**config.mk**
```make
export PLATFORM = sky130hd
export DESIGN_NAME = hazard_ctrl_unit
export DESIGN_NICKNAME = d
export VERILOG_FILES = /design/src/rtl/hazard_ctrl_unit.sv
export SDC_FILE = /design/constraint.sdc
export NUM_CORES = 1
export LEC_CHECK = 0
export ABC_AREA = 1
export CAP_MARGIN = 0
export CELL_PAD_IN_SITES_DETAIL_PLACEMENT = 2
export CELL_PAD_IN_SITES_GLOBAL_PLACEMENT = 2
export CORE_UTILIZATION = 27
export CTS_CLUSTER_SIZE = 16
export DETAILED_ROUTE_END_ITERATION = 8
export PLACE_DENSITY_LB_ADDON = 0.1
export SLEW_MARGIN = 20
export SYNTH_ARGS = -nofsm -noshare
export SYNTH_HDL_FRONTEND = slang
export SYNTH_SLANG_ARGS = --single-unit
export TNS_END_PERCENT = 10
```
**constraint.sdc**
```tcl
create_clock -name CLK -period 2.3 [get_ports CLK]
set_input_delay 0.23 -clock CLK [delete_from_list [all_inputs] [get_ports CLK]]
set_output_delay 0.23 -clock CLK [all_outputs]
set_load 0.05 [all_outputs]
```
**src/rtl/hazard_ctrl_unit.sv**
```systemverilog
// hazard_ctrl_unit
// Hazard detection and forwarding control for the 5-stage pipeline (F, D, E, M, W).
//  - Combinational forwarding selects for the E-stage ALU operands and the
//    D-stage branch comparator.
//  - A small FSM generates load-use bubbles (LOAD_LAT cycles per hazard) and
//    holds the front of the pipe while a multi-cycle mul/div is busy.
//  - A saturating counter records how many cycles the fetch stage was stalled.

module hazard_ctrl_unit #(
    parameter int REG_W    = 5,   // register-address width
    parameter int LOAD_LAT = 1,   // bubbles per load-use hazard, 1..15
    parameter int CNT_W    = 32   // stall performance counter width
) (
    input  logic             CLK,
    input  logic             RST,
    // D stage
    input  logic [REG_W-1:0] RsD,
    input  logic [REG_W-1:0] RtD,
    input  logic             UsesRsD,
    input  logic             UsesRtD,
    input  logic             BranchD,
    input  logic             JumpRegD,
    input  logic             TakenD,
    // E stage
    input  logic [REG_W-1:0] RsE,
    input  logic [REG_W-1:0] RtE,
    input  logic             RegWriteE,
    input  logic             MemtoRegE,
    input  logic [REG_W-1:0] WriteRegE,
    input  logic             MdStartE,
    input  logic             MdDone,
    // M stage
    input  logic             RegWriteM,
    input  logic             MemtoRegM,
    input  logic [REG_W-1:0] WriteRegM,
    // W stage
    input  logic             RegWriteW,
    input  logic [REG_W-1:0] WriteRegW,
    // pipeline register control
    output logic             StallF,
    output logic             StallD,
    output logic             StallE,
    output logic             FlushD,
    output logic             FlushE,
    output logic             FlushM,
    // forwarding selects
    output logic [1:0]       ForwardAE,
    output logic [1:0]       ForwardBE,
    output logic             ForwardAD,
    output logic             ForwardBD,
    // performance counter
    output logic [CNT_W-1:0] StallCount
);

    // ------------------------------------------------------------------
    // Constants
    // ------------------------------------------------------------------
    localparam logic [REG_W-1:0] REG_ZERO  = {REG_W{1'b0}};
    localparam logic [3:0]       LD_INIT   = 4'(LOAD_LAT - 1);
    localparam logic             LD_MULTI  = (LOAD_LAT > 1) ? 1'b1 : 1'b0;
    localparam logic [CNT_W-1:0] CNT_MAX   = {CNT_W{1'b1}};
    localparam logic [CNT_W-1:0] CNT_ONE   = {{(CNT_W-1){1'b0}}, 1'b1};

    localparam logic [1:0] FWD_RF = 2'b00;  // register file value
    localparam logic [1:0] FWD_W  = 2'b01;  // W-stage result
    localparam logic [1:0] FWD_M  = 2'b10;  // M-stage ALU result

    typedef enum logic [1:0] {
        ST_RUN     = 2'd0,
        ST_LDSTALL = 2'd1,
        ST_MDBUSY  = 2'd2
    } state_t;

    // ------------------------------------------------------------------
    // Register-match helper: a write to r0 never creates a dependency.
    // ------------------------------------------------------------------
    function automatic logic reg_match(input logic [REG_W-1:0] x,
                                       input logic [REG_W-1:0] r,
                                       input logic             we);
        return we & (r != REG_ZERO) & (x == r);
    endfunction

    // True when the D-stage instruction actually reads register r.
    function automatic logic d_reads(input logic [REG_W-1:0] r,
                                     input logic [REG_W-1:0] rs,
                                     input logic [REG_W-1:0] rt,
                                     input logic             uses_rs,
                                     input logic             uses_rt);
        return (uses_rs & reg_match(rs, r, 1'b1)) |
               (uses_rt & reg_match(rt, r, 1'b1));
    endfunction

    // ------------------------------------------------------------------
    // Signals
    // ------------------------------------------------------------------
    state_t           r_state;
    state_t           w_next_state;
    logic [3:0]       r_ldcnt;
    logic [3:0]       w_next_ldcnt;
    logic [CNT_W-1:0] r_stall_cnt;

    logic             w_lwstall;
    logic             w_brstall;
    logic             w_do_run;
    logic             w_stall_fd;
    logic             w_stall_e;
    logic             w_flush_e;
    logic             w_flush_m;
    logic             w_stall_f_out;
    logic             w_stall_d_out;

    // ------------------------------------------------------------------
    // Forwarding
    // ------------------------------------------------------------------

    // E-stage operand forwarding; the younger M result beats the W result.
    always_comb begin
        ForwardAE = FWD_RF;
        ForwardBE = FWD_RF;
        if (reg_match(RsE, WriteRegM, RegWriteM)) begin
            ForwardAE = FWD_M;
        end else if (reg_match(RsE, WriteRegW, RegWriteW)) begin
            ForwardAE = FWD_W;
        end else begin
            ForwardAE = FWD_RF;
        end
        if (reg_match(RtE, WriteRegM, RegWriteM)) begin
            ForwardBE = FWD_M;
        end else if (reg_match(RtE, WriteRegW, RegWriteW)) begin
            ForwardBE = FWD_W;
        end else begin
            ForwardBE = FWD_RF;
        end
    end

    // D-stage comparator forwarding; a load in M has no data yet, so never forward it.
    always_comb begin
        ForwardAD = reg_match(RsD, WriteRegM, RegWriteM) & ~MemtoRegM;
        ForwardBD = reg_match(RtD, WriteRegM, RegWriteM) & ~MemtoRegM;
    end

    // ------------------------------------------------------------------
    // Hazard detection
    // ------------------------------------------------------------------

    // Load-use and branch-operand hazards against the instructions ahead of D.
    always_comb begin
        w_lwstall = MemtoRegE & RegWriteE &
                    d_reads(WriteRegE, RsD, RtD, UsesRsD, UsesRtD);
        w_brstall = (BranchD | JumpRegD) &
                    ((RegWriteE & d_reads(WriteRegE, RsD, RtD, UsesRsD, UsesRtD)) |
                     (MemtoRegM & d_reads(WriteRegM, RsD, RtD, UsesRsD, UsesRtD)));
    end

    // ------------------------------------------------------------------
    // Stall FSM
    // ------------------------------------------------------------------

    // State and load-bubble counter register; reset drops any pending stall.
    always_ff @(posedge CLK) begin
        if (RST) begin
            r_state <= ST_RUN;
            r_ldcnt <= 4'd0;
        end else begin
            r_state <= w_next_state;
            r_ldcnt <= w_next_ldcnt;
        end
    end

    // Next-state and raw stall/flush decode. The cycle mul/div completes is
    // evaluated exactly like RUN so a new hazard or mul/div is not lost.
    always_comb begin
        w_next_state = r_state;
        w_next_ldcnt = r_ldcnt;
        w_do_run     = 1'b0;
        w_stall_fd   = 1'b0;
        w_stall_e    = 1'b0;
        w_flush_e    = 1'b0;
        w_flush_m    = 1'b0;

        case (r_state)
            ST_RUN: begin
                w_do_run = 1'b1;
            end
            ST_LDSTALL: begin
                w_stall_fd = 1'b1;
                w_flush_e  = 1'b1;
                if (r_ldcnt <= 4'd1) begin
                    w_next_state = ST_RUN;
                    w_next_ldcnt = 4'd0;
                end else begin
                    w_next_state = ST_LDSTALL;
                    w_next_ldcnt = r_ldcnt - 4'd1;
                end
            end
            ST_MDBUSY: begin
                if (MdDone) begin
                    w_do_run = 1'b1;
                end else begin
                    w_next_state = ST_MDBUSY;
                    w_stall_fd   = 1'b1;
                    w_stall_e    = 1'b1;
                    w_flush_m    = 1'b1;
                end
            end
            default: begin
                w_next_state = ST_RUN;
                w_next_ldcnt = 4'd0;
            end
        endcase

        if (w_do_run) begin
            if (MdStartE) begin
                // A branch waiting on E/M operands still has to hold this cycle.
                w_next_state = ST_MDBUSY;
                w_stall_fd   = w_brstall;
                w_flush_e    = w_brstall;
            end else if (w_lwstall) begin
                w_stall_fd = 1'b1;
                w_flush_e  = 1'b1;
                if (LD_MULTI) begin
                    w_next_state = ST_LDSTALL;
                    w_next_ldcnt = LD_INIT;
                end else begin
                    w_next_state = ST_RUN;
                end
            end else if (w_brstall) begin
                w_stall_fd   = 1'b1;
                w_flush_e    = 1'b1;
                w_next_state = ST_RUN;
            end else begin
                w_next_state = ST_RUN;
            end
        end else begin
            w_next_state = w_next_state;
        end
    end

    // ------------------------------------------------------------------
    // Outputs
    // ------------------------------------------------------------------

    // Pipeline control; every stall and flush is held low while in reset.
    always_comb begin
        w_stall_f_out = ~RST & w_stall_fd;
        w_stall_d_out = ~RST & w_stall_fd;
        StallF        = w_stall_f_out;
        StallD        = w_stall_d_out;
        StallE        = ~RST & w_stall_e;
        FlushE        = ~RST & w_flush_e;
        FlushM        = ~RST & w_flush_m;
        // A held D stage re-resolves its redirect next cycle, so don't flush it now.
        FlushD        = ~RST & TakenD & ~w_stall_d_out;
    end

    // ------------------------------------------------------------------
    // Performance counter
    // ------------------------------------------------------------------

    // Count fetch-stall cycles, sticking at all-ones instead of wrapping.
    always_ff @(posedge CLK) begin
        if (RST) begin
            r_stall_cnt <= {CNT_W{1'b0}};
        end else if (w_stall_f_out && (r_stall_cnt != CNT_MAX)) begin
            r_stall_cnt <= r_stall_cnt + CNT_ONE;
        end else begin
            r_stall_cnt <= r_stall_cnt;
        end
    end

    assign StallCount = r_stall_cnt;

endmodule

```
==> impl.org <==
** Drt
- Number of antenna-violating nets in the routed design :: 0
- Vias per std cell :: just under 5
- The final route contains a little under 4k vias.
- The final layout contains routed wiring with a total length of between 10 and 15 mm.
- Routed wire length per instance :: 17.2 µm
- Number of search-and-repair iterations in the first detailed-routing pass :: 4
- Number of remaining DRC errors :: 0
- After the first detailed-routing iteration, the DRC count stood at slightly above 80.

** Power
- Internal portion of total power :: 1.31 mW
- VDD sags by at most between 0.0002 and 0.00025 V.
- Pwr Total :: 1.89 mW
- Sw frac :: between 30% and 40%
- The analysis attributes to cell leakage a power of roughly 2.1 nW.
- The share of total power dissipated in the clock network is roughly 38%.
- In this run the power spent charging and discharging nets is 0.578 mW.
- Combinational power share :: between 20% and 30%
- In this run, flip-flops and latches consume ~36% of the power.
- Power spread over the standard cell area amounts to 370 nW/µm².

** Clock network
- Clock buffers created by TritonCTS :: 5
- Number of hold-repair buffers added at the cts stage :: 0
- After clock tree synthesis, the clock-pin slew on the worst setup and hold paths is about 0.060 ns.
- Skew-Pair Late Insertion Delay :: ~0.29 ns
- TritonCTS built the clock tree.
- The clock drives 38 sinks.
- Root buf cell :: sky130_fd_sc_hd__clkbuf_16
- Max Root-Sink Buffers :: 2
- Number of levels in the clock H-tree :: 2

** Setup path
- Number of cells on the worst reg-to-reg path :: 10
- Required time reported for the critical path endpoint :: just over 2 ns
- For flop-to-flop paths, the worst setup slack is around 0.20 ns.
- The critical path is of the input pin to primary output type.
- The cell family contributing the most delay on the critical path is buffers and inverters.
- STA classifies the critical path endpoint as a primary output.
- Worst path cell trace :: clkdlybuf4s50_1 > inv_1 > nand2_1 > nand2_1 > nor2_1 > nand3_1 > nand2_2 > nand3_2 > nand2_1 > nand2_1 > nand3_4 > nand2_1 > inv_2 > buf_4 > buf_12
- Counting stages on the worst path, the most repeated cell is sky130_fd_sc_hd__nand2_1.
- The most critical setup path has its startpoint at RsD[3].
- In this run the critical register-to-register path is captured at StallCount[0].
- STA puts the critical path data arrival time at about 2.0 ns.
- Of all nets on the critical path, the largest fanout is 3.
- STA classifies the critical path startpoint as an input pin.
- In this design, the stage delay of the slowest critical-path cell is 0.51 ns.
- The worst register-to-register path begins at StallCount[8].
- Cell with the biggest individual delay on the critical path :: sky130_fd_sc_hd__clkdlybuf4s50_1
- Counting both buffers and inverters, the worst setup path holds a total of 5.

** Floorplanning
- Rows :: slightly above 40
- In this run the horizontal extent of the chip is approximately 120 µm.
- Die footprint :: around 13,000 µm²
- Core footprint :: 12,700 µm²
- The floorplan step set the die height to about 120 µm.
- Count of boundary I/O pins :: 93
- For this configuration, the core starts out at a cell density of between 20% and 30%.

** Yosys
- After synthesis, the largest area contributor takes up 21.7% of total cell area.
- Synthesized area per cell :: slightly below 7 µm²
- Syn Nets :: between 500 and 600
- Unique cell type count in the Yosys netlist :: 36
- Of the synthesized area, sequential elements account for 21.7%.
- Sorting the synthesized cells by area gives the leading types as sky130_fd_sc_hd__dfxtp_1 22%, sky130_fd_sc_hd__nand2_1 12%, sky130_fd_sc_hd__nand4_1 7.8%.
- #FFs+latches synth :: 38
- Number of warnings issued by yosys :: 0
- Gate count of the mapped netlist :: 513
- Post-synthesis cell area :: between 3000 and 4000 µm²
- Area leader, netlist :: sky130_fd_sc_hd__dfxtp_1

** GRT
- The number of global-route vias before repair was approximately 4.2k.
- Leftover overflow at the end of global routing :: 0
- Initial antenna violation count :: 0
- The first global-routing pass estimated about 22 mm of wire.
- Global routing used between 20% and 30% of the available tracks across all layers.
- Maximum number of pins on one net before global-route repair :: 33

** Cells and area
- Highest-count cells in the layout ignoring fill and taps :: 114 x sky130_fd_sc_hd__nand2_1, 65 x sky130_fd_sc_hd__clkdlybuf4s50_1, 53 x sky130_fd_sc_hd__inv_1
- For this run, the post-layout net count is a little under 700.
- Post-Layout Cell Count :: between 800 and 900
- Antenna fix cells :: 0
- Syn-to-layout area delta :: 45.4%
- The filler cells instantiated in the layout total about 1.5k.
- In the final layout, the share of cells above drive strength 1 is roughly a quarter.
- The library cell used most frequently in the layout, excluding fill and tap cells, is sky130_fd_sc_hd__nand2_1.

** Timing
- The worst path uses a little over nine tenths of the clock period.
- Setup violations remaining at the end of the flow were counted as 0.
- Hold is met by slightly above 0.4 ns.
- Final Critical Period :: about 2.2 ns
- Setup slack on the critical path of the routed design comes to around 0.074 ns.
- Final worst clock skew :: approximately 0.0033 ns
- For the pin with the worst max-slew slack, the measured transition is about 0.79 ns.
- Timing would allow up to 0.449 GHz.
- Final-report max-slew violation count :: 0
- The hold violation count in the final report was 0.
- Measured against its own limit, the worst slew margin works out to 46.8%.

** Hold path
- The worst hold path begins at RST.
- The tightest min-delay check is of the input pin to flop type.
- Hold endpoint :: StallCount[1]
- Cell depth of the worst min-delay path :: 4

** Placed design
- Cell Count Post-Placement :: between 700 and 800
- Input and output buffers added on the ports amount to between 90 and 100.
- DP Wirelength :: roughly 11 mm
- At the placement stage, the worst setup path has a slack of -0.0982 ns.
- Final weighted congestion of routability-driven global placement :: a little over 0.8

** Run
- Max-cap violations in this run came to 0.

** Status
- The flow ran to the end, and the final reports show no timing, DRC or antenna violations.
layout make-up:
class / count / area, µm² / share of cell area, %
Tap cell: 172 / 215 / 4.21
Sequential cell: 38 / 761 / 14.9
Timing Repair Buffer: 134 / 1370 / 26.7
Clock inverter: 1 / 5.00 / 0.0980
Multi-Input combinational cell: 395 / 2400 / 47.1
Inverter: 57 / 214 / 4.19
Clock buffer: 7 / 143 / 2.79
cell families (layout without fill, tap and decap cells):
logic type      count (synthesis)  after routing  synth area share [%]
flops                          38             38                  21.7
compound gates                 42             42                  9.52
simple gates                  295            295                  42.4
fa+ha+maj                       6              6                  2.14
buf+inv                        80            199                  11.3
xor+xnor                       52             52                  13.0
sequential cells by signal (all words and copies together) (netlist names):
| signal | cells |
|---|---|
| StallCount | 32 |
| r_state | 2 |
| r_ldcnt | 4 |
layer usage:
metal / share of wire (%) / vias to the layer above / wire (µm) / GRT usage [%]
met2: 48 / 63 / 6660 / 37.7
met4: 0.66 / 0 / 91 / 3.59
met5: 0 / - / 0 / 0
met3: 3.5 / 7 / 480 / 2.62
met1: 48 / 1883 / 6590 / 28.4
li1: - / 1915 / - / -
power by group through the flow:
stage	registers, mW	clock network (mW)	logic (mW)
2_1_floorplan	0.698	0	0.263
3_3_place_gp	0.686	0	0.483
5_1_grt	0.673	0.769	0.547
3_5_place_dp	0.687	0	0.498
4_1_cts	0.673	0.745	0.498
6_report	0.673	0.715	0.503
cells in the mapped netlist:
cell and count:
sky130_fd_sc_hd__nor2_1 44, sky130_fd_sc_hd__buf_12 3, sky130_fd_sc_hd__nand2_4 1, sky130_fd_sc_hd__inv_1 56, sky130_fd_sc_hd__nor2_2 4, sky130_fd_sc_hd__dfxtp_1 38, sky130_fd_sc_hd__nand3_1 19, sky130_fd_sc_hd__buf_4 5
sky130_fd_sc_hd__nand3b_1 1, sky130_fd_sc_hd__nor4_1 11, sky130_fd_sc_hd__or2_2 4, sky130_fd_sc_hd__o32ai_1 1, sky130_fd_sc_hd__nand3_4 3, sky130_fd_sc_hd__nand2_2 31, sky130_fd_sc_hd__o311ai_0 1, sky130_fd_sc_hd__o21ai_0 5
sky130_fd_sc_hd__clkbuf_2 1, sky130_fd_sc_hd__buf_2 4, sky130_fd_sc_hd__ha_1 6, sky130_fd_sc_hd__nor2_4 2, sky130_fd_sc_hd__xnor2_1 21, sky130_fd_sc_hd__buf_6 3, sky130_fd_sc_hd__nor3_2 3, sky130_fd_sc_hd__nor3_1 10
sky130_fd_sc_hd__buf_1 1, sky130_fd_sc_hd__nand2_1 116, sky130_fd_sc_hd__o221ai_1 1, sky130_fd_sc_hd__xor2_1 31, sky130_fd_sc_hd__o41ai_1 1, sky130_fd_sc_hd__nand3_2 1, sky130_fd_sc_hd__clkbuf_1 6, sky130_fd_sc_hd__inv_2 1
sky130_fd_sc_hd__nor4_4 1, sky130_fd_sc_hd__a21oi_1 4, sky130_fd_sc_hd__a21oi_2 29, sky130_fd_sc_hd__nand4_1 44
stage by stage:
stage	cell area (µm²)	util [%]	TNS [ns]
after global placement	4910	38.7	0
after CTS	5050	39.9	0
after detailed placement	4910	38.7	-0.243
final	5110	40.3	0
after global routing	5110	40.3	-0.00500
after floorplan	3530	-	-0.181
how the worst max path moves through the flow:
stage | endpoint | slack (ns) | cells past startpoint
floorplan | StallE | -0.12 | 4
global placement | StallD | 0.002 | 15
detailed placement | StallD | -0.1 | 15
CTS | StallD | 0.01 | 15
global route | StallD | -0.003 | 15
finish | StallD | 0.07 | 15
what timing repair did:
item / 4_1_cts / 5_1_grt
gates resized for setup: 15 / 12
endpoints found under the setup margin: 3 / 4
buffers inserted: 0 / 2
pin swaps: 0 / 3
worst register-to-register path, cell delays in order, from the launching register on:
cell,delay [ns]
sky130_fd_sc_hd__dfxtp_1,0.46
sky130_fd_sc_hd__nand2_2,0.15
sky130_fd_sc_hd__nor2_2,0.25
sky130_fd_sc_hd__nand3_4,0.15
sky130_fd_sc_hd__nor4_4,0.18
sky130_fd_sc_hd__nand2_2,0.25
sky130_fd_sc_hd__nand3_4,0.21
sky130_fd_sc_hd__buf_12,0.18
sky130_fd_sc_hd__nand2_1,0.07
sky130_fd_sc_hd__nand2_1,0.06
sky130_fd_sc_hd__nor2_1,0.04
Note: power is estimated with default switching activity, not from simulation.
